[src/rtl/perc_pkg.sv]
// Shared constants, FSM state type and saturation bounds for the perceptron MAC stage.
package perc_pkg;

  localparam int unsigned D_WIDTH    = 16;
  localparam int unsigned SEL_WIDTH  = 6;
  localparam int unsigned IN_WIDTH   = 8;
  localparam int unsigned ACC_WIDTH  = 20;
  localparam int unsigned PROD_WIDTH = 2 * IN_WIDTH;

  typedef enum logic [1:0] {
    ST_IDLE = 2'd0,
    ST_ACC  = 2'd1,
    ST_FULL = 2'd2
  } state_t;

  // Accumulator clamp bounds
  localparam logic signed [ACC_WIDTH-1:0] ACC_MAX = {1'b0, {(ACC_WIDTH-1){1'b1}}};
  localparam logic signed [ACC_WIDTH-1:0] ACC_MIN = {1'b1, {(ACC_WIDTH-1){1'b0}}};

  // Output narrowing bounds, expressed at accumulator width and at output width
  localparam logic signed [ACC_WIDTH-1:0] OUT_MAX = ACC_WIDTH'({1'b0, {(D_WIDTH-1){1'b1}}});
  localparam logic signed [ACC_WIDTH-1:0] OUT_MIN = ~OUT_MAX;
  localparam logic [D_WIDTH-1:0]          SAT_POS = {1'b0, {(D_WIDTH-1){1'b1}}};
  localparam logic [D_WIDTH-1:0]          SAT_NEG = {1'b1, {(D_WIDTH-1){1'b0}}};

  typedef struct packed {
    logic [D_WIDTH-1:0]   data;
    logic [SEL_WIDTH-1:0] sel;
    logic                 ovf;
  } result_t;

endpackage

[src/rtl/perc_sat.sv]
// Combinational signed saturating narrower from accumulator width to output width.
module perc_sat
  import perc_pkg::*;
(
  input  logic [ACC_WIDTH-1:0] acc,
  output logic [D_WIDTH-1:0]   sat_c,
  output logic                 ovf_c
);

  logic signed [ACC_WIDTH-1:0] acc_s;
  assign acc_s = acc;

  always_comb begin
    sat_c = acc[D_WIDTH-1:0];
    ovf_c = 1'b0;
    if (acc_s > OUT_MAX) begin
      sat_c = SAT_POS;
      ovf_c = 1'b1;
    end else if (acc_s < OUT_MIN) begin
      sat_c = SAT_NEG;
      ovf_c = 1'b1;
    end
  end

endmodule

[src/rtl/perc_mac_acc.sv]
// Streaming signed multiply-accumulate over one frame on top of a bias, with a
// saturated, held result handed to the downstream shifter via valid/ready.
module perc_mac_acc
  import perc_pkg::*;
(
  input  logic                 clk,
  input  logic                 rst_n,
  input  logic [SEL_WIDTH-1:0] cfg_shift,
  input  logic [D_WIDTH-1:0]   bias,
  input  logic                 in_valid,
  output logic                 in_ready,
  input  logic [IN_WIDTH-1:0]  in_x,
  input  logic [IN_WIDTH-1:0]  in_w,
  input  logic                 in_last,
  output logic                 out_valid,
  input  logic                 out_ready,
  output logic [D_WIDTH-1:0]   out_data,
  output logic                 out_sign,
  output logic [SEL_WIDTH-1:0] out_sel,
  output logic                 out_ovf
);

  state_t                      state;
  logic signed [ACC_WIDTH-1:0] acc_q;
  logic                        ovf_q;
  logic [SEL_WIDTH-1:0]        sel_q;
  result_t                     res_q;

  logic signed [IN_WIDTH-1:0]   x_s, w_s;
  logic signed [D_WIDTH-1:0]    bias_s;
  logic signed [PROD_WIDTH-1:0] prod_c;
  logic signed [ACC_WIDTH-1:0]  base_c;
  logic signed [ACC_WIDTH:0]    sum_c;
  logic signed [ACC_WIDTH-1:0]  acc_next_c;
  logic                         acc_ovf_c;
  logic                         first_c;
  logic                         beat_c;
  logic                         sticky_next_c;
  logic [SEL_WIDTH-1:0]         sel_next_c;
  logic [D_WIDTH-1:0]           sat_data_c;
  logic                         sat_ovf_c;

  assign in_ready  = (state != ST_FULL);
  assign out_valid = (state == ST_FULL);
  assign out_data  = res_q.data;
  assign out_sign  = res_q.data[D_WIDTH-1];
  assign out_sel   = res_q.sel;
  assign out_ovf   = res_q.ovf;

  assign first_c = (state == ST_IDLE);
  assign beat_c  = in_valid && in_ready;

  // One extra sum bit exposes accumulator overflow as a top-two-bit mismatch
  assign x_s        = in_x;
  assign w_s        = in_w;
  assign bias_s     = bias;
  assign prod_c     = PROD_WIDTH'(x_s) * PROD_WIDTH'(w_s);
  assign base_c     = first_c ? ACC_WIDTH'(bias_s) : acc_q;
  assign sum_c      = (ACC_WIDTH+1)'(base_c) + (ACC_WIDTH+1)'(prod_c);
  assign acc_ovf_c  = sum_c[ACC_WIDTH] ^ sum_c[ACC_WIDTH-1];
  assign acc_next_c = acc_ovf_c ? (sum_c[ACC_WIDTH] ? ACC_MIN : ACC_MAX)
                                : sum_c[ACC_WIDTH-1:0];

  assign sticky_next_c = (first_c ? 1'b0 : ovf_q) | acc_ovf_c;
  assign sel_next_c    = first_c ? cfg_shift : sel_q;

  perc_sat u_sat (
    .acc   (acc_next_c),
    .sat_c (sat_data_c),
    .ovf_c (sat_ovf_c)
  );

  // FSM plus datapath registers; the result is only written on the last beat
  always_ff @(posedge clk or negedge rst_n) begin
    if (!rst_n) begin
      state <= ST_IDLE;
      acc_q <= '0;
      ovf_q <= 1'b0;
      sel_q <= '0;
      res_q <= '0;
    end else begin
      case (state)
        ST_IDLE, ST_ACC: begin
          if (beat_c) begin
            acc_q <= acc_next_c;
            ovf_q <= sticky_next_c;
            sel_q <= sel_next_c;
            if (in_last) begin
              res_q.data <= sat_data_c;
              res_q.sel  <= sel_next_c;
              res_q.ovf  <= sticky_next_c | sat_ovf_c;
              state      <= ST_FULL;
            end else begin
              state <= ST_ACC;
            end
          end
        end
        ST_FULL: begin
          if (out_ready) state <= ST_IDLE;
        end
        default: state <= ST_IDLE;
      endcase
    end
  end

endmodule

[config.mk]
export PLATFORM = sky130hd
export DESIGN_NAME = perc_mac_acc
export DESIGN_NICKNAME = d
export VERILOG_FILES = /design/src/rtl/perc_pkg.sv /design/src/rtl/perc_sat.sv /design/src/rtl/perc_mac_acc.sv
export SDC_FILE = /design/constraint.sdc
export NUM_CORES = 1
export LEC_CHECK = 0
export ABC_AREA = 1
export CAP_MARGIN = 20
export CORE_MARGIN = 2
export CORE_UTILIZATION = 56
export CTS_CLUSTER_SIZE = 20
export DETAILED_ROUTE_END_ITERATION = 12
export PLACE_DENSITY = 0.77
export SETUP_SLACK_MARGIN = 0.15
export SYNTH_ARGS = -nofsm -noshare
export SYNTH_HDL_FRONTEND = slang
export SYNTH_SLANG_ARGS = --single-unit
[constraint.sdc]
create_clock -name clk -period 7.95 [get_ports clk]
set_input_delay 1.59 -clock clk [delete_from_list [all_inputs] [get_ports clk]]
set_output_delay 1.59 -clock clk [all_outputs]
set_load 0.01 [all_outputs]
==> flow_metrics.env, run 1 <==
export IMPL_worst_r2r_endpoint="out_data[9]"
export IMPL_vias=5386
export IMPL_tightestPinTransition_ns=0.728
export IMPL_rows=39
export IMPL_hold_viol=0
export IMPL_dieArea_um2=12700
export IMPL_whs_endpoint="out_sel[1]"
export IMPL_cp_max_fo=8
export IMPL_synth_top_family_by_area="adder cells"
export IMPL_yosys_area_top_type="fa_1"
export IMPL_drtIter0Drc=360
export IMPL_fin_skew_ns=0.00619
export IMPL_fin_nets=1094
export IMPL_yosys_warnings=0
export IMPL_async_flop_share_pct=100
export IMPL_synth_commonest_cells="nand2_1, inv_1, fa_1, o21ai_0, dfrtp_1"
export IMPL_start_util_pct=57.8
export IMPL_netlist_area_um2=6630
export IMPL_diodes=0
export IMPL_drc=0
export IMPL_crit_path_start_kind="input pin"
export IMPL_ys_seq_area_share_pct=19.6
export IMPL_critPathKind="in -> reg"
export IMPL_synthMuxAreaShare_pct=1.21
export IMPL_fmax_mhz=133
export IMPL_cts_tree="built"
export IMPL_worst_r2r_setup_slack_ns=1.41
export IMPL_post_route_util_pct=68.7
export IMPL_layout_min_cycle_time_ns=7.53
export IMPL_area_growth_pct=18.7
export IMPL_cpMaxStageDelayCell="clkdlybuf4s50_1"
export IMPL_synth_nets=1021
export IMPL_cpMostUsedCell="fa_1"
export IMPL_status="complete, no violations"
export IMPL_insertion_delay_ns=0.29
export IMPL_ys_types=35
export IMPL_root_buffer="clkbuf_16"
export IMPL_avgSynthCellArea_um2=7.93
export IMPL_synth_edf_count=0
export IMPL_grt_util_all_layers_pct=24.5
export IMPL_critPathCaptureType="flip-flop"
export IMPL_crit_required_ns=8.13
export IMPL_grt_max_degree=53
export IMPL_die_x_um=113
export IMPL_cts_buffer_depth=2
export IMPL_yosys_area_share_xor_xnor_pct=1.06
export IMPL_antenna_found_initial=0
export IMPL_synth_simple_area_share_pct=20.1
export IMPL_final_max_slew_violation_count=0
export IMPL_final_setup_viol_count=0
export IMPL_portBuffers=68
export IMPL_drive_above_1_share_pct=9.56
export IMPL_io_pins=69
export IMPL_synth_compound_area_share_pct=8.39
export IMPL_slowest_delay_ns=0.63
export IMPL_routed_wl_mm=14.7
export IMPL_rsz0062_at_grt="false"
export IMPL_synth_most_common_cell="nand2_1"
export IMPL_fin_crit_sh_pct=94.7
export IMPL_cts_buffers=5
export IMPL_reg2reg_depth=31
export IMPL_h_tree_depth=2
export IMPL_coreArea_um2=11500
export IMPL_fill_cells=967
export IMPL_die_height_um=113
export IMPL_regToRegStartpoint="state[1]"
export IMPL_grt_pass1_vias=5550
export IMPL_min_path_type="reg -> reg"
export IMPL_synth_top_flop_cell="dfrtp_1"
export IMPL_place_hpwl_mm=11.8
export IMPL_gr_total_overflow=0
export IMPL_holdBufCountCts=0
export IMPL_hp_start="out_sel[1]"
export IMPL_path_clk_slew_ns=0.07
export IMPL_cap_violations=0
export IMPL_dr_pass1_iters=5
export IMPL_whs_path_depth=2
export IMPL_cts_sinks=52
export IMPL_place_congestion=0.912
export IMPL_synth_ff_latch_count=52
export IMPL_crit_arrival_ns=7.71
export IMPL_synth_area_leaders="fa_1, dfrtp_1, nand2_1, inv_1, ha_1"
export IMPL_final_antenna_net_count=0
export IMPL_synthAdderAreaFrac_pct=37.2
export IMPL_slew_headroom_pct=51.4
export IMPL_vias_per_cell=5.11
export IMPL_grt_pass1_wl_mm=25.7
export IMPL_syn_instance_count=836
export IMPL_synthDominantCellAreaShare_pct=27.8
export IMPL_wl_per_cell_um=13.9
-- worst max path at each step --
stage | to | cells after the start | from | slack, ns
final | out_data[9] | 28 | in_x[7] | 0.42
after global routing | out_data[12] | 29 | in_x[7] | 0.13
after CTS | out_data[7] | 28 | in_x[7] | 0.21
after detailed placement | out_data[7] | 28 | in_x[7] | -0.06
after global placement | out_data[8] | 29 | in_w[7] | 0.10
after floorplan | out_data[0] | 29 | in_w[0] | 0.21
-- through the flow --
step / instance area, µm² / hold slack (ns) / setup WS (ns) / cells / setup TNS (ns)
floorplan: 6630 / 0.444 / 0.210 / 836 / 0
global placement: 7560 / 0.469 / 0.103 / 1042 / 0
detailed placement: 7560 / 0.473 / -0.0592 / 1042 / -0.352
CTS: 7740 / 0.489 / 0.214 / 1050 / 0
global route: 7880 / 0.510 / 0.132 / 1053 / 0
finish: 7880 / 0.487 / 0.425 / 1053 / 0
-- routing by layer --
layer	routed length, µm	vias to the layer above	global-route usage [%]
met3	514	17	2.95
met5	0	-	0
li1	-	2647	-
met4	244	0	3.90
met1	6240	2621	32.4
met2	7680	101	44.4
-- what timing repair did --
action,in CTS,in global routing
endpoints found under the setup margin,0,28
gates resized for setup,0,19
buffers inserted,0,1
-- critical path: cells and delay by family --
family          cells  cell delay, ns
fa+ha+maj           7            2.97
simple gates       11            1.29
compound gates      2            0.31
buf+inv             8            1.53
-- registers in the layout, indices dropped and copies added (netlist names) --
signal / count
acc_q: 20
out_data: 16
out_ovf: 1
out_sel: 6
ovf_q: 1
sel_q: 6
state: 2
-- cells by family (layout without fill, tap and decap cells) --
logic type / count (synthesis) / count (layout)
xor+xnor: 8 / 8
fa+ha+maj: 142 / 142
flops: 52 / 52
simple gates: 315 / 315
buf+inv: 215 / 289
compound gates: 96 / 96
mux: 8 / 8
-- cells in the final DEF, fill, tap and decap left out, types with 16 or more instances in the layout --
master	synthesis	routed
clkdlybuf4s50_1	0	67
nor2_1	45	44
inv_1	183	180
ha_1	50	48
buf_4	1	24
dfrtp_1	52	52
o21ai_0	61	61
nand2_2	13	16
fa_1	92	92
nand2_1	220	217
nand3_1	19	17
a21oi_1	16	16
-- final cells by class --
type | instances | area, µm² | share of cell area, %
inverter | 184 | 697 | 8.85
clock inverter | 1 | 30.0 | 0.381
clock buffer | 7 | 153 | 1.94
tap | 143 | 179 | 2.27
timing repair buffer | 97 | 947 | 12.0
multi-input combinational | 569 | 4570 | 58.0
sequential | 52 | 1300 | 16.5
Power of run 1 is not shown: default switching activity piles up to over one toggle a cycle in this logic, so the estimate is an artifact.
==> inputs of run 2 (changes only) <==
--- a/config.mk
+++ b/config.mk
@@ -7,7 +7,7 @@
 export LEC_CHECK = 0
 export ABC_AREA = 1
 export CAP_MARGIN = 20
-export CORE_MARGIN = 2
+export CORE_MARGIN = 10
 export CORE_UTILIZATION = 56
 export CTS_CLUSTER_SIZE = 20
 export DETAILED_ROUTE_END_ITERATION = 12
==> run 2 against run 1 <==
Against the previous run: non-clock buffer count unchanged; worst hold slack gained 0.0013 ns; wire length is 4.3% higher; via count shrank 0.33%; design area shrank 0.78%; largest cell class unchanged.
==> flow_metrics.env, run 2 (synthesis results as in run 1) <==
export IMPL_cap_violations=0
export IMPL_rsz0062_at_grt="false"
export IMPL_cpMostUsedCell="nand2_1"
export IMPL_start_util_pct=57.6
export IMPL_multi_input_area_um2=4550
export IMPL_tightestPinTransition_ns=0.726
export IMPL_gr_total_overflow=0
export IMPL_portBuffers=68
export IMPL_insertion_delay_ns=0.29
export IMPL_crit_path_start_kind="input pin"
export IMPL_crit_arrival_ns=7.65
export IMPL_place_congestion=0.959
export IMPL_root_buffer="clkbuf_16"
export IMPL_critPathKind="in -> reg"
export IMPL_fin_skew_ns=0.00591
export IMPL_slowest_delay_ns=0.56
export IMPL_diodes=0
export IMPL_h_tree_depth=2
export IMPL_final_setup_tns_ns=0
export IMPL_cpMaxStageDelayCell="fa_1"
export IMPL_antenna_found_initial=0
export IMPL_largest_reg_flops=20
export IMPL_final_antenna_net_count=0
export IMPL_final_setup_viol_count=0
export IMPL_final_max_slew_violation_count=0
export IMPL_die_x_um=129
export IMPL_cts_buffers=5
export IMPL_drtIter0Drc=282
export IMPL_drive_above_1_share_pct=9.23
export IMPL_fin_crit_sh_pct=93.8
export IMPL_vias=5368
export IMPL_crit_required_ns=8.13
export IMPL_critPathCaptureType="flip-flop"
export IMPL_dieArea_um2=16600
export IMPL_min_path_type="reg -> reg"
export IMPL_hold_viol=0
export IMPL_place_hpwl_mm=12.6
export IMPL_routed_wl_mm=15.3
export IMPL_rows=39
export IMPL_regMostFlops="acc_q"
export IMPL_cts_tree="built"
export IMPL_grt_pass1_wl_mm=26.2
export IMPL_coreArea_um2=11500
export IMPL_area_growth_pct=17.8
export IMPL_io_pins=69
export IMPL_drc=0
export IMPL_ff_latch_area_um2=1300
export IMPL_grt_max_degree=53
export IMPL_cts_sinks=52
export IMPL_fmax_mhz=134
export IMPL_path_clk_slew_ns=0.07
export IMPL_dr_pass1_iters=4
export IMPL_status="complete, no violations"
export IMPL_cp_max_fo=7
export IMPL_layout_common_cells="nand2_1, inv_1, fa_1"
export IMPL_vias_per_cell=5.10
export IMPL_cts_buffer_depth=2
export IMPL_grt_pass1_vias=5641
export IMPL_grt_util_all_layers_pct=19.1
export IMPL_fill_cells=962
export IMPL_layout_min_cycle_time_ns=7.46
export IMPL_wl_per_cell_um=14.5
export IMPL_fin_nets=1094
export IMPL_slew_headroom_pct=51.5
export IMPL_mostFrequentLayoutCell="nand2_1"
export IMPL_die_height_um=129
## run 2: area by class of cell
type	instances	area share, %
sequential	52	16.7
inverter	184	8.84
clock buffer	7	1.83
timing repair buffer	97	12.1
multi-input combinational	569	58.2
clock inverter	1	0.0961
tap	143	2.29
## run 2: what timing repair did
item / in CTS / in global routing
hold buffers: 0 / 0
buffers inserted: 0 / 2
resized for setup: 0 / 16
setup endpoints to repair: 0 / 28
## run 2: final timing paths
check	startpoint	endpoint	slack, ns	cells past startpoint
min	out_sel[1]	out_sel[1]	0.49	2
min reg2reg	out_sel[1]	out_sel[1]	0.49	2
max reg2reg	state[0]	out_data[12]	1.07	33
min in group asynchronous	rst_n	acc_q[1]	1.40	2
max in group asynchronous	rst_n	out_sel[1]	6.10	2
max	in_w[7]	out_data[12]	0.49	29
## run 2: through the flow
stage	instance area, µm²	cells	utilization (%)	setup WS [ns]	hold slack (ns)
after floorplan	6630	836	-	0.210	0.444
after global placement	7570	1042	65.7	0.210	0.461
after detailed placement	7570	1042	65.7	0.0433	0.469
after CTS	7720	1050	67.0	0.311	0.488
after global routing	7810	1053	67.9	0.136	0.514
final	7810	1053	67.9	0.489	0.488
## run 2: worst max-delay path, delay by kind of cell
kind                     cells  cell delay (ns)
AND/OR/NAND/NOR             12             1.30
buffers and inverters        7             1.05
adder cells (fa/ha/maj)      7             3.24
AO/OA/AOI/OAI                3             0.46
## run 2: metal layers
layer  GRT usage (%)  part of all wire (%)  routed length [µm]  up-vias
met1            23.5                    42                6390     2589
li1                -                     -                   -     2640
met4            3.95                   1.4                 216        0
met5               0                     0                   0        -
met3            2.75                   3.9                 602       27
met2            34.7                    53                8100      112
Power of run 2 is left out for the same reason.
==> inputs of run 3 (changes only) <==
--- a/config.mk
+++ b/config.mk
@@ -7,12 +7,15 @@
 export LEC_CHECK = 0
 export ABC_AREA = 1
 export CAP_MARGIN = 20
+export CORE_ASPECT_RATIO = 0.6
 export CORE_MARGIN = 10
 export CORE_UTILIZATION = 56
 export CTS_CLUSTER_SIZE = 20
 export DETAILED_ROUTE_END_ITERATION = 12
-export PLACE_DENSITY = 0.77
+export DONT_BUFFER_PORTS = 1
+export PLACE_DENSITY = 0.69
 export SETUP_SLACK_MARGIN = 0.15
 export SYNTH_ARGS = -nofsm -noshare
 export SYNTH_HDL_FRONTEND = slang
 export SYNTH_SLANG_ARGS = --single-unit
+export TNS_END_PERCENT = 100
==> run 3 against run 2 <==
Against the previous run: non-clock buffer count shrank 89; cell count fell by 6.7%; die area grew 0.86%; clock skew is 0.00067 ns higher; core utilization is 7.1 points lower; global-route usage is 0.31 points lower; register-to-register slack better by 0.08 ns; design area decreased by 11%; clock-buffer cell count down 1; first-iteration DRC count increased by 6.0%; critical endpoint is now out_data[6]; via count fell by 4.8%; highest routed layer unchanged.
==> flow_metrics.env, run 3 (synthesis results as in run 1) <==
export IMPL_status="complete, no violations"
export IMPL_layout_common_cells="nand2_1, inv_1, fa_1"
export IMPL_drtIter0Drc=299
export IMPL_crit_required_ns=8.12
export IMPL_fmax_mhz=136
export IMPL_drc=0
export IMPL_met1_usage_pct=25.1
export IMPL_cts_tree="built"
export IMPL_layout_min_cycle_time_ns=7.36
export IMPL_gr_usage_met2_pct=30.5
export IMPL_routed_wl_mm=14.9
export IMPL_root_buffer="clkbuf_16"
export IMPL_grt_pass1_vias=5453
export IMPL_crit_path_start_kind="input pin"
export IMPL_cts_sinks=52
export IMPL_place_congestion=0.923
export IMPL_min_path_type="reg -> reg"
export IMPL_whs_path_depth=2
export IMPL_stdcell_count=982
export IMPL_final_setup_viol_count=0
export IMPL_h_tree_depth=2
export IMPL_grt_pass1_wl_mm=26.4
export IMPL_hold_viol=0
export IMPL_io_pins=69
export IMPL_final_setup_tns_ns=0
export IMPL_insertion_delay_ns=0.30
export IMPL_fin_crit_sh_pct=92.6
export IMPL_fin_skew_ns=0.00658
export IMPL_path_clk_slew_ns=0.07
export IMPL_cp_max_fo=15
export IMPL_slew_headroom_pct=50.9
export IMPL_dieArea_um2=16700
export IMPL_area_growth_pct=4.79
export IMPL_fill_cells=1049
export IMPL_die_height_um=104
export IMPL_drive_above_1_share_pct=6.70
export IMPL_portBuffers=0
export IMPL_tightestPinTransition_ns=0.736
export IMPL_rows=30
export IMPL_vias=5111
export IMPL_fin_nets=1005
export IMPL_reg2reg_depth=31
export IMPL_cts_buffers=5
export IMPL_post_route_util_pct=60.7
export IMPL_grt_max_degree=53
export IMPL_dr_pass1_iters=5
export IMPL_start_util_pct=57.9
export IMPL_grt_busiest_layer="met2"
export IMPL_antenna_found_initial=1
export IMPL_crit_arrival_ns=7.53
export IMPL_critPathKind="in -> reg"
export IMPL_final_max_slew_violation_count=0
export IMPL_critPathCaptureType="flip-flop"
export IMPL_mostFrequentLayoutCell="nand2_1"
export IMPL_coreArea_um2=11400
export IMPL_post_place_cells=971
export IMPL_cts_buffer_depth=2
export IMPL_rsz0062_at_grt="false"
export IMPL_largest_reg_flops=20
export IMPL_place_hpwl_mm=12.7
export IMPL_wl_per_cell_um=15.2
export IMPL_final_antenna_net_count=0
export IMPL_use_met3_pct=4.58
export IMPL_regMostFlops="acc_q"
export IMPL_grt_util_all_layers_pct=18.8
export IMPL_die_x_um=161
export IMPL_cap_violations=0
export IMPL_vias_per_cell=5.20
export IMPL_gr_total_overflow=0
-- run 3: cell count changes in the layout (fill, tap and decap cells not counted), moves of 2 or more --
| cell | change |
|---|---|
| ha_1 | +2 |
| nand3_2 | -2 |
| dlymetal6s2s_1 | -3 |
| inv_2 | -2 |
| inv_1 | +2 |
| buf_4 | -19 |
| nand3_1 | +2 |
| nand2_1 | +2 |
| clkdlybuf4s50_1 | -64 |
-- run 3: path summary, 6_finish.rpt --
kind                               endpoint  startpoint  slack [ns]
worst max-delay path            out_data[6]     in_w[2]        0.59
worst max register to register  out_data[6]    state[1]        1.15
worst min register to register    acc_q[15]   acc_q[15]        0.48
worst min-delay path              acc_q[15]   acc_q[15]        0.48
min in group asynchronous       out_data[2]       rst_n        0.99
max in group asynchronous         acc_q[17]       rst_n        6.87
-- run 3: final cells by class --
type	instances	area [µm²]	area share, %
repair buffers	8	80.1	1.15
inverters	184	691	9.94
multi-input cells	569	4510	64.9
diodes	1	2.50	0.0360
clock buffers	6	129	1.85
clock inverters	2	35.0	0.504
flip-flops and latches	52	1300	18.7
well taps	160	200	2.88
-- run 3: what timing repair did --
item,in CTS,in global routing
resized for setup,0,1
setup endpoints to repair,0,15
hold buffers,0,0
setup buffers,0,1
-- run 3: critical path: stages --
cell and delay (ns):
nand2_1 0.13, inv_1 0.09, fa_1 0.59, inv_1 0.17, fa_2 0.65, inv_1 0.14, fa_1 0.55, inv_1 0.06
fa_1 0.52, inv_1 0.04, ha_1 0.28, ha_1 0.37, nand2_2 0.10, nor2_1 0.16, and2_1 0.17, nand2_2 0.07
nand2_2 0.07, nand2_2 0.07, nand2_1 0.10, inv_1 0.08, ha_1 0.31, inv_1 0.14, nand3_1 0.21, o21ai_1 0.24
nand3_2 0.14, a21oi_4 0.19, buf_12 0.17, a21oi_1 0.10
-- run 3: per-stage QoR --
stage                     hold slack, ns  cell area [µm²]  setup WS, ns
final                              0.485             6950         0.591
after global routing               0.522             6950         0.206
after CTS                          0.483             6910         0.268
after detailed placement           0.466             6750        0.0384
after global placement             0.464             6750         0.369
after floorplan                    0.444             6630         0.210
-- run 3: layer usage --
layer / vias to the layer above / routed length, µm
met5: - / 0
met4: 0 / 177
met3: 19 / 1020
met2: 119 / 6940
met1: 2504 / 6800
li1: 2469 / -
Power of run 3 is left out for the same reason.
